**config.mk**
```make
export PLATFORM = sky130hd
export DESIGN_NAME = cla_add_sequencer
export DESIGN_NICKNAME = d
export VERILOG_FILES = /design/src/rtl/cla_seq_pkg.sv /design/src/rtl/carry_lookahead_adder_64bits.sv /design/src/rtl/cla_add_sequencer_arb.sv /design/src/rtl/cla_add_sequencer.sv
export SDC_FILE = /design/constraint.sdc
export NUM_CORES = 1
export LEC_CHECK = 0
export ABC_AREA = 1
export BUFFER_PORTS_ARGS = -buffer_cell sky130_fd_sc_hd__buf_2
export CORE_AREA = 2 2 252 254
export DETAILED_ROUTE_END_ITERATION = 10
export DIE_AREA = 0 0 254 256
export GPL_TIMING_DRIVEN = 1
export SETUP_SLACK_MARGIN = 0.4
export SYNTH_ARGS = -nofsm -noshare
export SYNTH_HDL_FRONTEND = slang
export SYNTH_HIERARCHICAL = 1
export SYNTH_SLANG_ARGS = --single-unit
```
**constraint.sdc**
```tcl
create_clock -name clk -period 6.6 [get_ports clk]
set_input_delay 0 -clock clk [delete_from_list [all_inputs] [get_ports clk]]
set_output_delay 0 -clock clk [all_outputs]
set_load 0.02 [all_outputs]
```
**src/rtl/cla_seq_pkg.sv**
```systemverilog
// Shared definitions for the multi-precision CLA add sequencer.
package cla_seq_pkg;

  localparam int LIMB_W     = 64;
  localparam int MAX_WORDS  = 8;
  localparam int LIMB_CNT_W = $clog2(MAX_WORDS);

  typedef enum logic [1:0] {
    IDLE = 2'd0,
    RUN  = 2'd1,
    DONE = 2'd2
  } seq_state_t;

endpackage

```
**src/rtl/carry_lookahead_adder_64bits.sv**
```systemverilog
// 64-bit carry-lookahead adder built from 4-bit lookahead groups.
// GG/PG are the block-level generate/propagate, independent of carry_in.
module carry_lookahead_adder_64bits (
  input  logic [63:0] in0,
  input  logic [63:0] in1,
  input  logic        carry_in,
  output logic [63:0] sum,
  output logic        GG,
  output logic        PG
);

  logic [63:0] p;
  logic [63:0] g;

  assign p = in0 ^ in1;
  assign g = in0 & in1;

  // Group lookahead, group carry chain, per-bit carries and block GG/PG.
  always_comb begin : cla
    logic [15:0] grp_g;
    logic [15:0] grp_p;
    logic [16:0] grp_c;
    logic [63:0] bit_c;
    logic        blk_g;
    int unsigned b;

    grp_g = '0;
    grp_p = '0;
    grp_c = '0;
    bit_c = '0;
    blk_g = 1'b0;

    for (int unsigned j = 0; j < 16; j++) begin
      b = 4 * j;
      grp_g[j] = g[b+3] | (p[b+3] & g[b+2]) | (p[b+3] & p[b+2] & g[b+1])
               | (p[b+3] & p[b+2] & p[b+1] & g[b]);
      grp_p[j] = &p[b +: 4];
    end

    grp_c[0] = carry_in;
    for (int unsigned j = 0; j < 16; j++) begin
      grp_c[j+1] = grp_g[j] | (grp_p[j] & grp_c[j]);
      b = 4 * j;
      bit_c[b]   = grp_c[j];
      bit_c[b+1] = g[b]   | (p[b]   & bit_c[b]);
      bit_c[b+2] = g[b+1] | (p[b+1] & bit_c[b+1]);
      bit_c[b+3] = g[b+2] | (p[b+2] & bit_c[b+2]);
      blk_g      = grp_g[j] | (grp_p[j] & blk_g);
    end

    sum = p ^ bit_c;
    GG  = blk_g;
    PG  = &grp_p;
  end

endmodule

```
**src/rtl/cla_add_sequencer_arb.sv**
```systemverilog
// Two-way round-robin arbiter; the priority pointer moves past the winner
// whenever a grant is issued.
module cla_rr_arbiter2 (
  input  logic       clk,
  input  logic       rst,
  input  logic [1:0] req,
  input  logic       enable,
  output logic [1:0] grant
);

  // ptr names the requester that wins a tie
  logic ptr;

  // Grant selection: a lone requester wins, a tie goes to ptr.
  always_comb begin
    grant = '0;
    if (enable) begin
      if (&req) grant[ptr] = 1'b1;
      else      grant      = req;
    end
  end

  // Priority pointer update on each issued grant.
  always_ff @(posedge clk) begin
    if (rst)           ptr <= 1'b0;
    else if (grant[0]) ptr <= 1'b1;
    else if (grant[1]) ptr <= 1'b0;
  end

endmodule

```
**src/rtl/cla_add_sequencer.sv**
```systemverilog
// Shares one 64-bit CLA between two requesters, performing WORDS-limb adds
// LS limb first with the carry chained between limbs.
// Optional signed-overflow output: define CLA_SEQ_OVF_EN.
module cla_add_sequencer
  import cla_seq_pkg::*;
#(
  parameter int WORDS = 2
) (
  input  logic                    clk,
  input  logic                    rst,
  input  logic                    req0_valid,
  output logic                    req0_ready,
  input  logic [LIMB_W*WORDS-1:0] req0_a,
  input  logic [LIMB_W*WORDS-1:0] req0_b,
  input  logic                    req0_cin,
  input  logic                    req1_valid,
  output logic                    req1_ready,
  input  logic [LIMB_W*WORDS-1:0] req1_a,
  input  logic [LIMB_W*WORDS-1:0] req1_b,
  input  logic                    req1_cin,
  output logic                    rsp_valid,
  input  logic                    rsp_ready,
  output logic                    rsp_id,
  output logic [LIMB_W*WORDS-1:0] rsp_sum,
  output logic                    rsp_cout
`ifdef CLA_SEQ_OVF_EN
  ,
  output logic                    rsp_ovf
`endif
);

  localparam int W = LIMB_W * WORDS;

  seq_state_t            state;
  seq_state_t            next_state;
  logic [W-1:0]          a_q;
  logic [W-1:0]          b_q;
  logic                  carry_q;
  logic [LIMB_CNT_W-1:0] limb_q;
  logic [1:0]            grant;
  logic                  last_limb;
  logic [LIMB_W-1:0]     a_limb;
  logic [LIMB_W-1:0]     b_limb;
  logic [LIMB_W-1:0]     sum_limb;
  logic                  gg;
  logic                  pg;
  logic                  carry_next;

  // Grants are only offered in IDLE and never while reset is applied.
  cla_rr_arbiter2 u_arb (
    .clk    (clk),
    .rst    (rst),
    .req    ({req1_valid, req0_valid}),
    .enable ((state == IDLE) && !rst),
    .grant  (grant)
  );

  assign req0_ready = grant[0];
  assign req1_ready = grant[1];

  assign last_limb  = (limb_q == LIMB_CNT_W'(WORDS - 1));

  // Select the current limb of each captured operand.
  always_comb begin
    a_limb = '0;
    b_limb = '0;
    for (int unsigned k = 0; k < WORDS; k++) begin
      if (limb_q == LIMB_CNT_W'(k)) begin
        a_limb = a_q[k*LIMB_W +: LIMB_W];
        b_limb = b_q[k*LIMB_W +: LIMB_W];
      end
    end
  end

  carry_lookahead_adder_64bits u_cla (
    .in0      (a_limb),
    .in1      (b_limb),
    .carry_in (carry_q),
    .sum      (sum_limb),
    .GG       (gg),
    .PG       (pg)
  );

  assign carry_next = gg | (pg & carry_q);

  // State register.
  always_ff @(posedge clk) begin
    if (rst) state <= IDLE;
    else     state <= next_state;
  end

  // Next-state logic and response valid.
  always_comb begin
    next_state = state;
    rsp_valid  = 1'b0;
    case (state)
      IDLE: if (|grant) next_state = RUN;
      RUN:  if (last_limb) next_state = DONE;
      DONE: begin
        rsp_valid = 1'b1;
        if (rsp_ready) next_state = IDLE;
      end
      default: next_state = IDLE;
    endcase
  end

  // Operand capture, limb stepping and response buffer.
  always_ff @(posedge clk) begin
    if (rst) begin
      a_q      <= '0;
      b_q      <= '0;
      carry_q  <= 1'b0;
      limb_q   <= '0;
      rsp_id   <= 1'b0;
      rsp_sum  <= '0;
      rsp_cout <= 1'b0;
`ifdef CLA_SEQ_OVF_EN
      rsp_ovf  <= 1'b0;
`endif
    end else begin
      case (state)
        IDLE: begin
          if (grant[1]) begin
            a_q     <= req1_a;
            b_q     <= req1_b;
            carry_q <= req1_cin;
            rsp_id  <= 1'b1;
            limb_q  <= '0;
          end else if (grant[0]) begin
            a_q     <= req0_a;
            b_q     <= req0_b;
            carry_q <= req0_cin;
            rsp_id  <= 1'b0;
            limb_q  <= '0;
          end
        end
        RUN: begin
          for (int unsigned k = 0; k < WORDS; k++) begin
            if (limb_q == LIMB_CNT_W'(k)) rsp_sum[k*LIMB_W +: LIMB_W] <= sum_limb;
          end
          carry_q <= carry_next;
          if (last_limb) begin
            rsp_cout <= carry_next;
`ifdef CLA_SEQ_OVF_EN
            rsp_ovf  <= (a_q[W-1] == b_q[W-1]) && (sum_limb[LIMB_W-1] != a_q[W-1]);
`endif
          end else begin
            limb_q <= limb_q + 1'b1;
          end
        end
        default: ;
      endcase
    end
  end

endmodule
```
==> metrics.md, run 1 <==
| Metric | Value |
|---|---|
| RSZ-0062 raised after global routing | `no` |
| Post-Syn Area | `0.0216 mm²` |
| Core area | `0.0624 mm²` |
| Top post-synthesis cells by area | `dfxtp_1 (36%), nand2_1 (28%), a21oi_1 (6.3%), nor2_1 (4.9%), o21ai_0 (4.5%)` |
| Largest net degree at the start of global routing | `198` |
| Placer Congestion | `0.867` |
| TritonCTS clock tree | `yes` |
| Worst Path Arrival | `6.24 ns` |
| Fin crit share | `87.7%` |
| Total I/O pin count | `652` |
| Ys Warns | `6` |
| Status | `complete, no violations` |
| Primary FF master, synth | `dfxtp_1` |
| Number of flops mapped to enable cells by yosys | `0` |
| Top post-synthesis cells by count | `nand2_1 (1,598), dfxtp_1 (393), nor2_1 (282), a21oi_1 (271), o21ai_0 (196)` |
| Clock Sinks | `393` |
| Routed vias/inst | `4.76` |
| CP Class | `flip-flop to flip-flop` |
| Worst path bufs/invs | `5` |
| Initial antenna violation count | `5` |
| Slew Viols, Final | `0` |
| Worst setup EP type | `flip-flop` |
| Yosys top cell by area | `dfxtp_1` |
| Nets | `5,049` |
| Power share of the sequential group | `36.1%` |
| Root buf cell | `clkbuf_16` |
| Critical-path top delay cell | `buf_4` |
| Final wirelength | `84,000 µm` |
| CP Max Fanout | `61` |
| Starting Density | `34.6%` |
| Worst VDD drop | `0.147 mV` |
| Die height | `256 µm` |
| Final setup viols | `0` |
| Share of cells above drive strength 1 | `18.5%` |
| Synth Instances | `3,321` |
| Worst EP required | `7.05 ns` |
| Clock slew at reported path FFs | `0.06 ns` |
| Area fraction of the dominant cell type after synthesis | `36.5%` |
| Family with the most delay on the worst path | `adder cells` |
| Routed length per placed instance | `15.9 µm` |
| Critical Path Most Common Cell | `nand2_2` |
| Total CTS buffers | `44` |
| Multi-input gate area | `0.0124 mm²` |
| Clock skew | `0.0112 ns` |
| Min-Delay Path Class | `primary input to flip-flop` |
| FF+latch area | `0.00787 mm²` |
| Combinational group share of total power | `30.6%` |
| Synth Area per Inst | `6.50 µm²` |
| Sequential-to-total area share from yosys stat | `36.5%` |
| Relative slew slack | `23.4%` |
| Gr usage total | `24.6%` |
| Min Tclk post-route | `5.79 ns` |
| Global-route wire length before repair | `129,000 µm` |
| DR pass1 iterations | `5` |
| Skew-Pair Late Insertion Delay | `0.56 ns` |
| Internal Pwr Total | `5.04 mW` |
| Initial DRC count | `1,587` |
| CP max stage delay | `0.58 ns` |
| Sum Neg Setup Slack | `0 ns` |
| Switching share of power | `33.6%` |
| Layout area overhead | `51.1%` |
| IO buf count | `651` |
| Max-cap check violation count | `0` |
| Die width | `254 µm` |
| Total grt overflow | `0` |
| Maximum clock rate | `173 MHz` |
| Post-route ant nets | `0` |
| Die area | `0.0650 mm²` |
| Fin Hold WS | `0.126 ns` |
| Slew @ Worst Pin | `1.15 ns` |
| Final hold violation count | `0` |
| Vias in the first global route | `24,742` |
| Post-synthesis net count | `3,955` |
| Most frequent cell after synthesis | `nand2_1` |
| # DRC | `0` |
| Most Used Layer, Global Route | `met2` |
| Grt met3 use | `3.52%` |
| Pwr dens | `233 mW/mm²` |
| Asr flop ratio synth | `0%` |
| P_sw | `2.55 mW` |
| Max clock buf depth | `3` |
| FP Rows | `92` |
| # fillers | `6,072` |
| Pleak | `16.1 nW` |
| CP Launch Type | `flip-flop` |
| Clock Power Share | `33.2%` |
| DR vias | `25,223` |
| Met2 usage in global routing | `42.8%` |
| HPWL after detailed placement | `54,700 µm` |
| #FFs+latches synth | `393` |
| Count of different cell masters after synthesis | `41` |
| # H-tree levels | `2` |
| Met1 Resource Use GR | `30.6%` |
[path summary, 6_finish.rpt]
path	from	end	slack, ns	depth (start not counted)
setup / recovery	limb_q[1]	rsp_sum[63]	0.81	30
hold / removal	req0_cin	carry_q	0.13	7
setup reg to reg	limb_q[1]	rsp_sum[63]	0.81	30
hold reg to reg	a_q[37]	a_q[37]	0.46	2
[cell type report]
cell class / count / share of cell area, %
Inverter: 69 / 0.910
Timing Repair inverter: 2 / 0.0537
Clock buffer: 59 / 3.83
Tap cell: 846 / 3.25
Timing Repair Buffer: 1270 / 29.1
Multi-Input combinational cell: 2635 / 38.0
Sequential cell: 393 / 24.1
Antenna cell: 4 / 0.0307
Clock inverter: 19 / 0.683
[power groups by stage]
stage	clock network [mW]	registers (mW)	logic, mW
floorplan	0	2.86	1.13
global placement	0	2.79	1.86
detailed placement	0	2.79	1.87
CTS	2.58	2.74	2.26
global route	2.68	2.77	2.55
finish	2.52	2.74	2.32
[tightest hold or removal path, delay by kind of cell]
kind	cells	cell delay [ns]
buffers and inverters	2	0.12
AND/OR/NAND/NOR	5	0.55
[metal layers]
layer	share of wire [%]	vias up
met3	5.1	167
met2	48	762
li1	-	12662
met1	43	11628
met5	0.030	-
met4	3.7	4
[cell usage in the layout (no fill, tap or decap), types with 5 or more instances in the layout]
cell and n:
xor2_1 12, nor2_1 282, clkinv_1 6, ha_1 65
inv_1 47, clkbuf_16 45, dlygate4sd3_1 596, nand3_1 21
fa_1 47, clkinv_4 6, dfxtp_1 393, o21ai_1 66
a21oi_1 270, clkinv_2 9, buf_4 17, nand2_1 1596
clkbuf_8 7, o21ai_0 192, nand2_2 32, buf_12 5
inv_2 10, clkbuf_1 7, a31oi_1 7, buf_2 650
[what timing repair did]
action / 4_1_cts / 5_1_grt
hold buffers: 596 / 0
endpoints found under the hold margin: 261 / 0
resized for setup: 0 / 24
buffers inserted: 0 / 2
endpoints found under the setup margin: 0 / 10
[registers in the layout (all words and copies together), names as in the netlist]
name and count:
rsp_cout 1, b_q 128, rsp_sum 128, rsp_id 1
state 2, a_q 128, carry_q 1, u_arb/ptr 1
limb_q 3
[logic make-up after synthesis]
family	synth area share, %
compound gates	13.5
xor+xnor	0.650
fa+ha+maj	8.34
buf+inv	6.45
flops	36.5
simple gates	34.6
[per-stage QoR]
stage	total power, mW	worst slack, ns	std cells	util, %	area [µm²]
finish	7.59	0.809	5297	52.2	32600
global route	8.00	0.387	5296	52.2	32600
CTS	7.58	0.437	5288	52.0	32500
detailed placement	4.66	0.450	4614	40.1	25000
global placement	4.65	0.577	4614	40.1	25000
floorplan	3.99	1.14	3321	-	21600
(Power assumes the default switching activity.)
==> run 2, diff against run 1 <==
--- a/config.mk
+++ b/config.mk
@@ -11,6 +11,7 @@
 export DETAILED_ROUTE_END_ITERATION = 10
 export DIE_AREA = 0 0 254 256
 export GPL_TIMING_DRIVEN = 1
+export MAX_ROUTING_LAYER = met4
 export SETUP_SLACK_MARGIN = 0.4
 export SYNTH_ARGS = -nofsm -noshare
 export SYNTH_HDL_FRONTEND = slang
==> constraint.sdc (replaced) <==
create_clock -name clk -period 6.4 [get_ports clk]
set_input_delay 1.92 -clock clk [delete_from_list [all_inputs] [get_ports clk]]
set_output_delay 1.92 -clock clk [all_outputs]
set_load 0.02 [all_outputs]
==> run 2 against run 1 <==
  * Via count decreased by 11%
  * Critical path depth increased by 7
  * Maximum frequency increased by 2.9%
  * Combinational power decreased by 13%
  * First-iteration DRC count decreased by 15%
  * Global-route usage decreased by 1.0 points
  * Sequential cell count unchanged
  * Sequential power increased by 3%
==> metrics.md, run 2 (synthesis gave the netlist of run 1 again) <==
| Metric | Value |
|---|---|
| Starting Density | `34.6% (unchanged)` |
| DP Area | `0.0252 mm² (+0.68%)` |
| Critical Path Most Common Cell | `nand2_2` |
| Final hold violation count | `0 (unchanged)` |
| Die area | `0.0650 mm² (unchanged)` |
| FP Rows | `92 (unchanged)` |
| Final setup viols | `0 (unchanged)` |
| Root buf cell | `clkbuf_16` |
| Critical-path top delay cell | `fa_1` |
| Core area | `0.0624 mm² (unchanged)` |
| Total CTS buffers | `44 (unchanged)` |
| Clock skew | `0.0231 ns (+0.0119 ns)` |
| Total I/O pin count | `652 (unchanged)` |
| Gr usage total | `23.6% (-1.0 points)` |
| HPWL after detailed placement | `55,600 µm (+1.8%)` |
| Fin cells | `4,712 (-11%)` |
| Util after Layout | `43.1% (-9.1 points)` |
| Max clock buf depth | `3 (unchanged)` |
| Min-Delay Path Class | `flip-flop to flip-flop` |
| CP Max Fanout | `22 (-64%)` |
| CP max stage delay | `0.47 ns (-0.11 ns)` |
| CP Launch Type | `flip-flop` |
| Relative slew slack | `30.2% (+6.7 points)` |
| Die height | `256 µm (unchanged)` |
| Global-route wire length before repair | `117,000 µm (-9.1%)` |
| Slew Viols, Final | `0 (unchanged)` |
| Die width | `254 µm (unchanged)` |
| Placed cells | `4,625 (+0.24%)` |
| DR vias | `22,377 (-11%)` |
| Skew-Pair Late Insertion Delay | `0.58 ns (+0.02 ns)` |
| # fillers | `6,817 (+12%)` |
| Routed vias/inst | `4.75 (-0.27%)` |
| Fin Hold WS | `0.463 ns (+0.337 ns)` |
| Clock slew at reported path FFs | `0.07 ns (about the same)` |
| Routed length per placed instance | `16.4 µm (+3.5%)` |
| Worst path bufs/invs | `4 (-1)` |
| TritonCTS clock tree | `yes` |
| Initial DRC count | `1,352 (-15%)` |
| Worst Path Arrival | `6.10 ns (-0.14 ns)` |
| # H-tree levels | `2 (unchanged)` |
| Most common cell after layout, fill and taps aside | `nand2_1` |
| Worst setup EP type | `flip-flop` |
| Post-route ant nets | `0 (unchanged)` |
| Final wirelength | `77,400 µm (-7.9%)` |
| Layout area overhead | `24.7%` |
| Clock Sinks | `393 (unchanged)` |
| Worst Slack Setup Final | `0.770 ns (-0.0390 ns)` |
| Final Cell Area | `0.0269 mm² (-17%)` |
| Fin crit share | `88.0% (+0.23 points)` |
| Biggest regs | `a_q x128, b_q x128, rsp_sum x128` |
| Nets | `4,463 (-12%)` |
| Max-cap check violation count | `0 (unchanged)` |
| Share of cells above drive strength 1 | `21.5% (+3.1 points)` |
| Sum Neg Setup Slack | `0 ns (unchanged)` |
| DR pass1 iterations | `8 (+3)` |
| CP Class | `flip-flop to flip-flop` |
| Pleak | `13.5 nW (-16%)` |
| Vias in the first global route | `21,375 (-14%)` |
| DP Worst Slack | `0.337 ns (-0.113 ns)` |
| Largest net degree at the start of global routing | `223 (+13%)` |
| IO buf count | `651 (unchanged)` |
| RSZ-0062 raised after global routing | `no` |
| Family with the most delay on the worst path | `simple AND/OR/NAND/NOR gates` |
| Placer Congestion | `0.839 (-3.2%)` |
| Worst EP required | `6.87 ns (-0.18 ns)` |
| Slew @ Worst Pin | `1.05 ns (-0.101 ns)` |
| Pwr dens | `280 mW/mm² (+20%)` |
| Commonest non-fill, non-tap cells in the layout | `nand2_1 (1,596), buf_2 (650), dfxtp_1 (392)` |
| Status | `complete, no violations` |
| # DRC | `0 (unchanged)` |
| Initial antenna violation count | `3 (-2)` |
| Min Tclk post-route | `5.63 ns (-0.161 ns)` |
| Total grt overflow | `0 (unchanged)` |
| Maximum clock rate | `178 MHz (+2.9%)` |
| Total power | `7.53 mW (-0.68%)` |
| Worst VDD drop | `0.151 mV (+2.5%)` |
==> run 2: cell types whose count changed in the layout (fill, tap and decap cells not counted), moves of 4 or more <==
| cell | before | now |
|---|---|---|
| clkbuf_1 | 7 | 11 |
| clkinv_4 | 6 | 1 |
| buf_4 | 17 | 22 |
| clkbuf_8 | 7 | 11 |
| buf_12 | 5 | 12 |
| clkinv_2 | 9 | 3 |
| dlygate4sd3_1 | 596 | 0 |
==> run 2: where the power goes <==
part           internal (mW)  switching (mW)  total, mW
sequential              2.69           0.135       2.83
clock                   1.65            1.05       2.70
combinational          0.657            1.35       2.01
total                   5.00            2.54       7.53
==> run 2: path summary, 6_finish.rpt <==
check	from	end	slack, ns	cells past startpoint
worst min register to register	b_q[77]	b_q[77]	0.46	2
worst min-delay path	b_q[77]	b_q[77]	0.46	2
worst max-delay path	limb_q[1]	rsp_sum[123]	0.77	37
worst max register to register	limb_q[1]	rsp_sum[123]	0.77	37
==> run 2: per-layer routing <==
metal	GRT usage [%]	share of wire, %	wire, µm	vias up
met5	-	0	0	-
met4	7.76	3.2	2510	0
met3	3.16	5.3	4070	131
met2	38.9	47	36000	633
met1	29.7	45	34800	10145
li1	-	-	-	11468
==> run 2: what timing repair did <==
| action | CTS | global route |
|---|---|---|
| hold buffers | 0 | 0 |
| gates cloned | 0 | 2 |
| pin swaps | 0 | 4 |
| buffers inserted | 0 | 2 |
| gates resized for setup | 7 | 21 |
| endpoints found under the setup margin | 4 | 12 |
==> run 2: tightest hold or removal path, stage by stage (launching register included) <==
cell,delay (ns)
dfxtp_1,0.31
nand2_1,0.06
a21oi_1,0.05
==> run 2: final cells by class <==
cell class	count	area (µm²)	share of cell area, %
repair inverters	1	8.76	0.0325
inverters	69	324	1.20
clock inverters	11	204	0.758
well taps	846	1060	3.93
flip-flops and latches	393	7870	29.2
clock buffers	68	1340	4.99
multi-input cells	2635	12400	46.1
diodes	4	10.0	0.0372
repair buffers	685	3670	13.7
==> run 3, diff against run 2 <==
--- a/config.mk
+++ b/config.mk
@@ -12,7 +12,9 @@
 export DIE_AREA = 0 0 254 256
 export GPL_TIMING_DRIVEN = 1
 export MAX_ROUTING_LAYER = met4
+export RECOVER_POWER = 100
 export SETUP_SLACK_MARGIN = 0.4
+export SLEW_MARGIN = 20
 export SYNTH_ARGS = -nofsm -noshare
 export SYNTH_HDL_FRONTEND = slang
 export SYNTH_HIERARCHICAL = 1
==> run 3 against run 2 <==
  * The run now ends with capacitance limit, slew limit left
  * Via count is essentially flat
  * Power shrank 0.46%
  * Die area is the same
  * Sequential cell count is the same
  * Critical path type is now primary input to flip-flop
==> metrics.md, run 3 (synthesis gave the netlist of run 1 again) <==
| Metric | Value |
|---|---|
| Status | `finished, violations left` |
| Failing checks | `capacitance limit, slew limit` |
| # DRC | `0 (unchanged)` |
| R2R Setup Slk | `0.64 ns (-0.13 ns)` |
| P_sw | `2.54 mW (about the same)` |
| Nets | `4,463 (unchanged)` |
| Final hold violation count | `0 (unchanged)` |
| Total grt overflow | `0 (unchanged)` |
| Critical-path top delay cell | `nand2_2` |
| Clock Sinks | `393 (unchanged)` |
| CP max stage delay | `1.02 ns (+0.55 ns)` |
| Clock Power Share | `36.0% (+0.2 points)` |
| Layout area overhead | `23.5%` |
| Total I/O pin count | `652 (unchanged)` |
| Die area | `0.0650 mm² (unchanged)` |
| Routed length per placed instance | `16.4 µm (about the same)` |
| Total power | `7.50 mW (-0.46%)` |
| Pleak | `12.9 nW (-4.4%)` |
| DR vias | `22,370 (-0.031%)` |
| Routed vias/inst | `4.75 (about the same)` |
| Final wirelength | `77,400 µm (about the same)` |
| CP Launch Type | `primary input` |
| RSZ-0062 raised after global routing | `no` |
| Relative slew slack | `-104% (-130 points)` |
| Placer Congestion | `0.839 (unchanged)` |
| Core area | `0.0624 mm² (unchanged)` |
| Min-Delay Path Class | `flip-flop to flip-flop` |
| HPWL after detailed placement | `55,600 µm (unchanged)` |
| Sum Neg Setup Slack | `0 ns (unchanged)` |
| Post-route ant nets | `0 (unchanged)` |
| # fillers | `6,898 (+1.2%)` |
| CP startpoint | `rst` |
| DP Worst Slack | `0.337 ns (unchanged)` |
| IO buf count | `651 (unchanged)` |
| Vias in the first global route | `21,375 (unchanged)` |
| CP cell instances | `buf_8 -> nor2_1 -> nand2_1 -> a21oi_1 -> inv_8 -> nand2_1 -> nand2_2 -> buf_2 -> nand2_1 -> a21oi_1` |
| Combinational group share of total power | `26.3% (-0.4 points)` |
| Die width | `254 µm (unchanged)` |
| Min Tclk post-route | `5.78 ns (+0.149 ns)` |
| Global-route wire length before repair | `117,000 µm (unchanged)` |
| Largest net degree at the start of global routing | `223 (unchanged)` |
| CP Max Fanout | `101 (+360%)` |
| Worst Slack Setup Final | `0.622 ns (-0.149 ns)` |
| Internal Pwr Total | `4.96 mW (-0.67%)` |
| Worst setup EP type | `flip-flop` |
| Most common cell after layout, fill and taps aside | `nand2_1` |
| Initial DRC count | `1,242 (-8.1%)` |
| Slew Viols, Final | `193 (+193)` |
| Total CTS buffers | `44 (unchanged)` |
| Commonest non-fill, non-tap cells in the layout | `nand2_1 (1,602), buf_2 (518), dfxtp_1 (392)` |
| Final setup viols | `0 (unchanged)` |
| Pwr dens | `282 mW/mm² (+0.55%)` |
| Switching share of power | `33.8% (+0.14 points)` |
| Worst path bufs/invs | `3 (-1)` |
| Hold path startpoint | `b_q[110]` |
| Max-cap check violation count | `2 (+2)` |
| Die height | `256 µm (unchanged)` |
| TritonCTS clock tree | `yes` |
| DR pass1 iterations | `7 (-1)` |
| Critical Path Most Common Cell | `nand2_1` |
| Initial antenna violation count | `3 (unchanged)` |
| Power share of the sequential group | `37.7% (+0.2 points)` |
| Skew-Pair Late Insertion Delay | `0.57 ns (about the same)` |
| Hold-fix buffers, CTS | `0 (unchanged)` |
| Slew @ Worst Pin | `3.06 ns (+2.01 ns)` |
| # H-tree levels | `2 (unchanged)` |
| Family with the most delay on the worst path | `simple AND/OR/NAND/NOR gates` |
| Fin crit share | `90.3% (+2.3 points)` |
| Gr usage total | `23.6% (unchanged)` |
| Worst VDD drop | `0.153 mV (+1.1%)` |
| FP Rows | `92 (unchanged)` |
| Clock slew at reported path FFs | `0.06 ns (about the same)` |
| R2r startpoint | `limb_q[1]` |
| Share of cells above drive strength 1 | `17.7% (-3.8 points)` |
| Max clock buf depth | `3 (unchanged)` |
| Root buf cell | `clkbuf_16` |
| CP Class | `primary input to flip-flop` |
| Maximum clock rate | `173 MHz (-2.6%)` |
| Starting Density | `34.6% (unchanged)` |
| Clock skew | `0.0193 ns (-0.00387 ns)` |
| Worst Path Arrival | `6.18 ns (+0.08 ns)` |
| Biggest regs | `a_q x128, b_q x128, rsp_sum x128` |
| Worst EP required | `6.80 ns (-0.07 ns)` |
-- run 3: cell types whose count changed in the layout (fill, tap and decap cells not counted), moves of 2 or more --
| cell | change |
|---|---|
| clkbuf_1 | +136 |
| buf_2 | -132 |
| o21ai_0 | +27 |
| o21ai_1 | -27 |
| nand2_1 | +6 |
| nand2_2 | -5 |
| buf_4 | -4 |
| buf_12 | -2 |
| diode_2 | -2 |
-- run 3: path summary, 6_finish.rpt --
path | end | depth (start not counted)
worst min-delay path | b_q[110] | 2
worst max-delay path | a_q[24] | 10
worst max register to register | rsp_sum[123] | 43
worst min register to register | b_q[110] | 2
-- run 3: worst register-to-register path: cells and delay by family (launching register included) --
family | cells | cell delay (ns)
and+or+nand+nor | 34 | 2.90
AOI/OAI and AO/OA | 1 | 0.08
xor gates and xnor gates | 1 | 0.17
DFF | 1 | 0.35
adders and majority gates | 5 | 1.97
buffers and inverters | 2 | 0.17
-- run 3: cell type report --
cell class | instances | area (µm²) | area share, %
multi-input combinational | 2635 | 12400 | 46.4
sequential | 393 | 7870 | 29.5
timing repair buffer | 685 | 3470 | 13.0
clock buffer | 68 | 1340 | 5.04
tap | 846 | 1060 | 3.97
inverter | 69 | 322 | 1.21
clock inverter | 11 | 204 | 0.766
timing repair inverter | 1 | 8.76 | 0.0329
antenna | 2 | 5.00 | 0.0188
-- run 3: what timing repair did --
action | in CTS | in global routing
gates resized for setup | 7 | 21
buffers inserted | 0 | 2
pin swaps | 0 | 4
gates cloned | 0 | 2
endpoints found under the setup margin | 4 | 12
-- run 3: metal layers --
metal | vias to the layer above | part of all wire [%] | GRT usage (%)
met3 | 126 | 5.4 | 3.16
li1 | 11470 | - | -
met1 | 10143 | 45 | 29.7
met5 | - | 0 | -
met4 | 0 | 3.2 | 7.76
met2 | 631 | 47 | 38.9
-- run 3: stage by stage --
| stage | utilization, % | area (µm²) | cells | hold WS [ns] |
|---|---|---|---|---|
| global placement | 40.4 | 25200 | 4625 | 0.452 |
| CTS | 42.9 | 26800 | 4704 | 0.464 |
| finish | 42.7 | 26600 | 4710 | 0.463 |
| global route | 42.7 | 26600 | 4709 | 0.475 |
| floorplan | - | 21600 | 3321 | 0.444 |
| detailed placement | 40.4 | 25200 | 4625 | 0.455 |
-- run 3: power groups by stage --
stage / Sequential [mW] / Clock, mW / Combinational, mW
2_1_floorplan: 2.95 / 0 / 1.17
3_3_place_gp: 2.87 / 0 / 1.96
3_5_place_dp: 2.87 / 0 / 1.97
4_1_cts: 2.82 / 2.75 / 1.99
5_1_grt: 2.85 / 2.85 / 2.21
6_report: 2.83 / 2.70 / 1.97
